File: src/rtl/reg_file_mc_pkg.sv
// reg_file_mc_pkg: register map, STA bit indices and interrupt FSM states for reg_file_mc
package reg_file_mc_pkg;
  localparam int unsigned VER_A       = 'h00;
  localparam int unsigned SCR_A       = 'h04;
  localparam int unsigned CTRL_A      = 'h08;
  localparam int unsigned IMR_A       = 'h0C;
  localparam int unsigned STA_A       = 'h10;
  localparam int unsigned UCTR_A      = 'h18;
  localparam int unsigned CH_BASE     = 'h40;
  localparam int unsigned CH_STRIDE   = 'h20;
  localparam int unsigned CH_H2U_ADDR = 'h0;
  localparam int unsigned CH_H2U_LEN  = 'h4;
  localparam int unsigned CH_U2H_ADDR = 'h8;
  localparam int unsigned CH_U2H_LEN  = 'hC;
  localparam int USR_INTR_BIT = 16;
  localparam int ZLEN_ERR_BIT = 17;
  typedef enum logic [1:0] {IDLE, REQ, WAIT_CLR} irq_st_e;
endpackage

File: src/rtl/reg_file_ch.sv
// reg_file_ch: per-channel address/length registers with decode and read mux
module reg_file_ch
  import reg_file_mc_pkg::*;
#(
  parameter int ADDR_W = 10,
  parameter logic [ADDR_W-1:0] BASE = '0
) (
  input  logic              clk_i,
  input  logic              rst_n,
  input  logic              wr,
  input  logic [ADDR_W-1:0] addr,
  input  logic [31:0]       data,
  output logic [31:0]       h2u_addr,
  output logic [31:0]       h2u_len,
  output logic [31:0]       u2h_addr,
  output logic [31:0]       u2h_len,
  output logic [31:0]       rd_data
);
  logic hit;
  logic [3:0] off;
  // bit 4 of every channel base is 0, so offsets 0x10-0x1C fall out of the match
  assign hit = addr[ADDR_W-1:4] == BASE[ADDR_W-1:4];
  assign off = addr[3:0];
  always_ff @(posedge clk_i) begin
    if (!rst_n) begin
      h2u_addr <= '0;
      h2u_len  <= '0;
      u2h_addr <= '0;
      u2h_len  <= '0;
    end else if (wr && hit) begin
      if (off == 4'(CH_H2U_ADDR)) h2u_addr <= data;
      if (off == 4'(CH_H2U_LEN))  h2u_len  <= data;
      if (off == 4'(CH_U2H_ADDR)) u2h_addr <= data;
      if (off == 4'(CH_U2H_LEN))  u2h_len  <= data;
    end
  end
  always_comb begin
    rd_data = !hit ? '0 :
              off == 4'(CH_H2U_ADDR) ? h2u_addr :
              off == 4'(CH_H2U_LEN)  ? h2u_len  :
              off == 4'(CH_U2H_ADDR) ? u2h_addr :
              off == 4'(CH_U2H_LEN)  ? u2h_len  : '0;
  end
endmodule

File: src/rtl/reg_file_mc.sv
// reg_file_mc: global PCIe register file for a multi-channel DMA engine
module reg_file_mc
  import reg_file_mc_pkg::*;
#(
  parameter int NUM_CH = 4,
  parameter logic [31:0] VER = 32'h0001_0000,
  parameter int ADDR_W = 10
) (
  input  logic                  clk_i,
  input  logic                  rst_n,
  input  logic [ADDR_W-1:0]     addr_i,
  input  logic [31:0]           data_i,
  input  logic                  data_valid_i,
  output logic                  fpga_reg_wr_ack_o,
  input  logic                  fpga_reg_rd_i,
  output logic                  fpga_reg_rd_ack_o,
  output logic [31:0]           data_o,
  output logic [NUM_CH-1:0]     h2u_en_o,
  output logic [32*NUM_CH-1:0]  h2u_addr_o,
  output logic [32*NUM_CH-1:0]  h2u_len_o,
  input  logic [NUM_CH-1:0]     h2u_done_i,
  output logic [NUM_CH-1:0]     u2h_en_o,
  output logic [32*NUM_CH-1:0]  u2h_addr_o,
  output logic [32*NUM_CH-1:0]  u2h_len_o,
  input  logic [NUM_CH-1:0]     u2h_done_i,
  output logic                  intr_req_o,
  input  logic                  intr_req_done_i,
  input  logic                  user_intr_req_i,
  output logic                  user_intr_ack_o,
  output logic                  user_reset_o
);
  localparam logic [31:0] CM = 32'((64'd1 << (2 * NUM_CH)) - 64'd1);
  localparam logic [31:0] SM = CM | 32'h0003_0000;
  logic dv_d1, wr_stb, wr_scr, wr_ctrl, wr_imr, wr_sta, wr_uctr;
  logic [31:0] scr, ctrl, imr, sta, uctr, ctrl_n, sta_n, sta_set, done, len_nz, ch_or, rd_data;
  logic [31:0] ch_rd [NUM_CH];
  irq_st_e state, state_n;
  assign wr_stb  = data_valid_i & ~dv_d1;
  assign wr_scr  = wr_stb & (addr_i == ADDR_W'(SCR_A));
  assign wr_ctrl = wr_stb & (addr_i == ADDR_W'(CTRL_A));
  assign wr_imr  = wr_stb & (addr_i == ADDR_W'(IMR_A));
  assign wr_sta  = wr_stb & (addr_i == ADDR_W'(STA_A));
  assign wr_uctr = wr_stb & (addr_i == ADDR_W'(UCTR_A));
  for (genvar c = 0; c < NUM_CH; c++) begin : g_ch
    reg_file_ch #(.ADDR_W(ADDR_W), .BASE(ADDR_W'(CH_BASE + CH_STRIDE * c))) u_ch (
      .clk_i   (clk_i),
      .rst_n   (rst_n),
      .wr      (wr_stb),
      .addr    (addr_i),
      .data    (data_i),
      .h2u_addr(h2u_addr_o[32*c +: 32]),
      .h2u_len (h2u_len_o[32*c +: 32]),
      .u2h_addr(u2h_addr_o[32*c +: 32]),
      .u2h_len (u2h_len_o[32*c +: 32]),
      .rd_data (ch_rd[c])
    );
    assign h2u_en_o[c] = ctrl[2*c];
    assign u2h_en_o[c] = ctrl[2*c+1];
  end
  always_comb begin
    done   = '0;
    len_nz = '0;
    ch_or  = '0;
    for (int i = 0; i < NUM_CH; i++) begin
      done[2*i]     = h2u_done_i[i];
      done[2*i+1]   = u2h_done_i[i];
      len_nz[2*i]   = |h2u_len_o[32*i +: 32];
      len_nz[2*i+1] = |u2h_len_o[32*i +: 32];
      ch_or         = ch_or | ch_rd[i];
    end
    sta_set = done;
    sta_set[USR_INTR_BIT] = user_intr_req_i & ~sta[USR_INTR_BIT];
    sta_set[ZLEN_ERR_BIT] = wr_ctrl & |(data_i & CM & ~len_nz);
    // set-writes land after done clears, and set events after W1C, so the set always wins
    ctrl_n  = (ctrl & ~done) | (wr_ctrl ? data_i & len_nz : '0);
    sta_n   = (sta & ~(wr_sta ? data_i : '0)) | sta_set;
    rd_data = addr_i == ADDR_W'(VER_A)  ? VER  :
              addr_i == ADDR_W'(SCR_A)  ? scr  :
              addr_i == ADDR_W'(CTRL_A) ? ctrl :
              addr_i == ADDR_W'(IMR_A)  ? imr  :
              addr_i == ADDR_W'(STA_A)  ? sta  :
              addr_i == ADDR_W'(UCTR_A) ? uctr : ch_or;
  end
  always_ff @(posedge clk_i) begin
    if (!rst_n) begin
      dv_d1             <= 1'b0;
      fpga_reg_wr_ack_o <= 1'b0;
      fpga_reg_rd_ack_o <= 1'b0;
      data_o            <= '0;
      user_intr_ack_o   <= 1'b0;
      scr               <= '0;
      ctrl              <= '0;
      imr               <= '0;
      sta               <= '0;
      uctr              <= '0;
    end else begin
      dv_d1             <= data_valid_i;
      fpga_reg_wr_ack_o <= wr_stb;
      fpga_reg_rd_ack_o <= fpga_reg_rd_i;
      if (fpga_reg_rd_i) data_o <= rd_data;
      user_intr_ack_o   <= wr_sta & data_i[USR_INTR_BIT] & sta[USR_INTR_BIT];
      ctrl              <= ctrl_n;
      sta               <= sta_n;
      if (wr_scr)  scr  <= data_i;
      if (wr_imr)  imr  <= data_i & SM;
      if (wr_uctr) uctr <= data_i;
    end
  end
  always_ff @(posedge clk_i) begin
    if (!rst_n) state <= IDLE;
    else        state <= state_n;
  end
  always_comb begin
    state_n = state;
    if (state == IDLE && |(sta & imr))                 state_n = REQ;
    if (state == REQ && intr_req_done_i)               state_n = WAIT_CLR;
    if (state != IDLE && state != REQ && wr_sta)       state_n = IDLE;
  end
  assign intr_req_o   = state == REQ;
  assign user_reset_o = uctr[0];
endmodule

File: config.mk
export PLATFORM = sky130hd
export DESIGN_NAME = reg_file_mc
export DESIGN_NICKNAME = d
export VERILOG_FILES = /design/src/rtl/reg_file_mc_pkg.sv /design/src/rtl/reg_file_ch.sv /design/src/rtl/reg_file_mc.sv
export SDC_FILE = /design/constraint.sdc
export NUM_CORES = 2
export LEC_CHECK = 0
export BUFFER_PORTS_ARGS = -buffer_cell sky130_fd_sc_hd__buf_2
export CAP_MARGIN = 30
export CORE_ASPECT_RATIO = 0.9
export CORE_MARGIN = 2
export CORE_UTILIZATION = 40
export DETAILED_ROUTE_END_ITERATION = 16
export PLACE_DENSITY = 0.71
export SLEW_MARGIN = 10
export SYNTH_ARGS = -nofsm -noshare
export SYNTH_HDL_FRONTEND = slang
export SYNTH_SLANG_ARGS = --single-unit
export TNS_END_PERCENT = 30
File: constraint.sdc
create_clock -name clk_i -period 2.25 [get_ports clk_i]
set_input_delay 0.45 -clock clk_i [delete_from_list [all_inputs] [get_ports clk_i]]
set_output_delay 0.45 -clock clk_i [all_outputs]
set_load 0.02 [all_outputs]
==> results.yml <==
run_status:
  outcome: "finished clean"
cts:
  ctsResizeCount: 0
  clock_latency_ns: 0.64
  clk_pin_slew_ns: 0.06
  post_cts_buffers: 0
  cts_tree: "built"
  cts_buffers: 73
  cts_num_sinks: 664
  cts_root_buffer: "clkbuf_16"
  ctsHoldBuffers: 0
  cts_max_path_buffers: 3
  htreeDepth: 3
placement:
  hpwl_um: 106000
  place_congestion: 1.01
  port_buffers: 612
  place_area_um2: 34900
worst_hold_path:
  hp-class: "in -> reg"
power:
  total_power_w: 0.0258
  power.density_nw_per_um2: 689
  peakVddDrop_v: 0.000457
  power_leakage_nw: 15.0
worst_setup_path:
  cp_max_fo: 4
  worstPathArrival_ns: 2.79
  crit_path_start_kind: "flop"
  worstSetupPathType: "reg -> reg"
  crit_required_ns: 2.82
  endpoint_kind: "flop"
timing:
  fin_skew_ns: 0.0256
  hold_ws_ns: 0.0680
  period_needed_ns: 2.23
  tightest_slew_ns: 1.01
  finalMaxSlewViolations: 0
  rsz0062_at_grt: "false"
  relSlewSlack_pct: 32.4
  max_freq_ghz: 0.449
  tns_ns: 0
  hold_viol: 0
  setup_viol: 0
  period_share_pct: 98.9
floorplanning:
  io_pins: 613
  die_h_um: 259
  core_area_um2: 71400
  initial_utilization_pct: 40.3
  fp.dieArea_um2: 74200
  die_w_um: 287
  placementRows: 93
routing:
  drt_iter0_markers: 4616
  drcViolationCount: 0
  drtPass1Iterations: 6
  finalWirelength_um: 144000
  via_count: 31510
  wl_per_cell_um: 27.1
  viasPerCell: 5.94
  drtAntennaViolNets: 0
cells_and_area:
  nets: 4350
  drive_above_1_share_pct: 27.2
  syn2layout_area_growth_pct: 29.7
  fin_util_pct: 52.3
  nFillCells: 6724
  finish.instance_area_um2: 37400
global_routing:
  grt_max_degree: 180
  grt_usage_pct: 37.2
  gr-total-overflow: 0
  antenna_found_initial: 6
  grt_pass1_vias: 28690
  grt_pass1_wl_um: 205000
synth:
  async_flop_share_pct: 0
  synth_fp_nets: 3663
  synth-edff-count: 0
  yosysWarnings: 0
  netlist_instances: 3607
  synth-seq-cells: 664
  synth_seq_area_share_pct: 46.1
  syn_area_um2: 28800
  syn_avg_cell_area_um2: 7.99
  ys.flop_type: "dfxtp_1"
  synth_cell_type_count: 66
job:
  maxCapViolations: 0
## path summary, 6_finish.rpt
check / from / endpoint / slack, ns / cells after the start
hold reg to reg: sta[25] / sta[25] / 0.43 / 2
hold / removal: u2h_done_i[3] / sta[7] / 0.07 / 3
setup reg to reg: g_ch[0].u_ch.h2u_len[26] / sta[17] / 0.02 / 7
setup / recovery: g_ch[0].u_ch.h2u_len[26] / sta[17] / 0.02 / 7
## through the flow
stage / std cells / worst slack, ns
after global placement: 5169 / -0.629
final: 5301 / 0.0240
after detailed placement: 5169 / -0.627
after floorplan: 3607 / 0.0109
after CTS: 5297 / 0.000637
after global routing: 5298 / 0.0511
## where the power goes
group | switching [W] | total, W | internal, W
Sequential | 0.0000263 | 0.0118 | 0.0118
Clock | 0.00515 | 0.0126 | 0.00748
Combinational | 0.000945 | 0.00132 | 0.000379
Total | 0.00612 | 0.0258 | 0.0196
## sequential cells by signal, indices dropped and copies added, names as in the netlist, 2 cells and up
| register | count |
|---|---|
| state | 2 |
| sta | 32 |
| imr | 10 |
| g_ch.u_ch.u2h_addr | 128 |
| g_ch.u_ch.u2h_len | 128 |
| g_ch.u_ch.h2u_len | 128 |
| g_ch.u_ch.h2u_addr | 128 |
| uctr | 32 |
| data_o | 32 |
| scr | 32 |
| ctrl | 8 |
## synthesized netlist by cell type, drive strengths merged, types with 4 or more instances
| master | number | area share (%) |
|---|---|---|
| a21oi | 664 | 12 |
| nand3 | 17 | 0.30 |
| o221ai | 6 | 0.18 |
| nand2 | 1296 | 17 |
| a21o | 4 | 0.10 |
| mux2 | 5 | 0.20 |
| nand4 | 4 | 0.087 |
| o211ai | 6 | 0.16 |
| o21ai | 60 | 1.0 |
| and3 | 12 | 0.26 |
| a31oi | 10 | 0.22 |
| a22oi | 66 | 1.7 |
| a221oi | 23 | 0.72 |
| and4 | 4 | 0.12 |
| o22a | 4 | 0.12 |
| mux4 | 85 | 6.6 |
| nor2 | 89 | 1.2 |
| nor2b | 15 | 0.33 |
| buf | 97 | 1.9 |
| a2111oi | 4 | 0.12 |
| o2bb2ai | 15 | 0.46 |
| clkbuf | 229 | 3.0 |
| mux2i | 66 | 2.3 |
| inv | 5 | 0.065 |
| a221o | 9 | 0.31 |
| nor4 | 76 | 1.8 |
| nor3 | 9 | 0.36 |
| a22o | 12 | 0.36 |
| dfxtp | 664 | 46 |
| a211oi | 4 | 0.10 |
| o22ai | 13 | 0.28 |
## area by class of cell
type / instances / area, µm² / share of cell area (%)
inverter: 6 / 30.0 / 0.0803
timing repair buffer: 938 / 6210 / 16.6
clock buffer: 108 / 2170 / 5.81
sequential: 664 / 13300 / 35.6
multi-input combinational: 2611 / 14200 / 37.9
clock inverter: 20 / 310 / 0.830
tap: 950 / 1190 / 3.18
antenna: 4 / 10.0 / 0.0268
## cells in the final DEF (no fill, tap or decap), types with 15 or more instances in the layout
cell type  Yosys  routed
nand2_1     1296    1296
a21oi_1      664     664
dfxtp_1      664     664
buf_2         76     610
buf_4         17     271
mux4_2        85      85
clkbuf_16      0      75
nor4_1        73      73
nor2_1        86      67
a22oi_1       66      66
mux2i_1       66      66
buf_12         0      55
o21ai_0       51      51
a221oi_1      22      22
nor2_2         1      20
nand3_1       17      17
clkbuf_8       0      17
clkbuf_1     228      16
o2bb2ai_1     15      15
## worst max-delay path, cell delays in order (launching register included)
cell,delay (ns)
dfxtp_1,0.34
nor4_1,0.48
nand2_1,0.28
nor4_1,0.36
buf_4,0.25
a22oi_1,0.08
nand4_1,0.21
a32o_1,0.14
## layer usage
layer  share of wire [%]  up-vias  global-route usage (%)
li1                    -    13755                       -
met3                  13      398                    11.4
met1                  39    15101                    50.2
met2                  43     2252                    55.1
met5               0.017        -                       0
met4                 4.9        4                    15.9
## kinds of logic (layout without fill, tap and decap cells)
kind of cell    count (synthesis)  count (layout)  share of synthesized area [%]
simple gates                 1540            1540                           21.9
other cells                     0               4                              0
buf+inv                       332            1072                           4.93
flops                         664             664                           46.1
compound gates                915             915                           17.9
mux                           156             156                           9.13
Note: power is estimated with default switching activity, not from simulation.
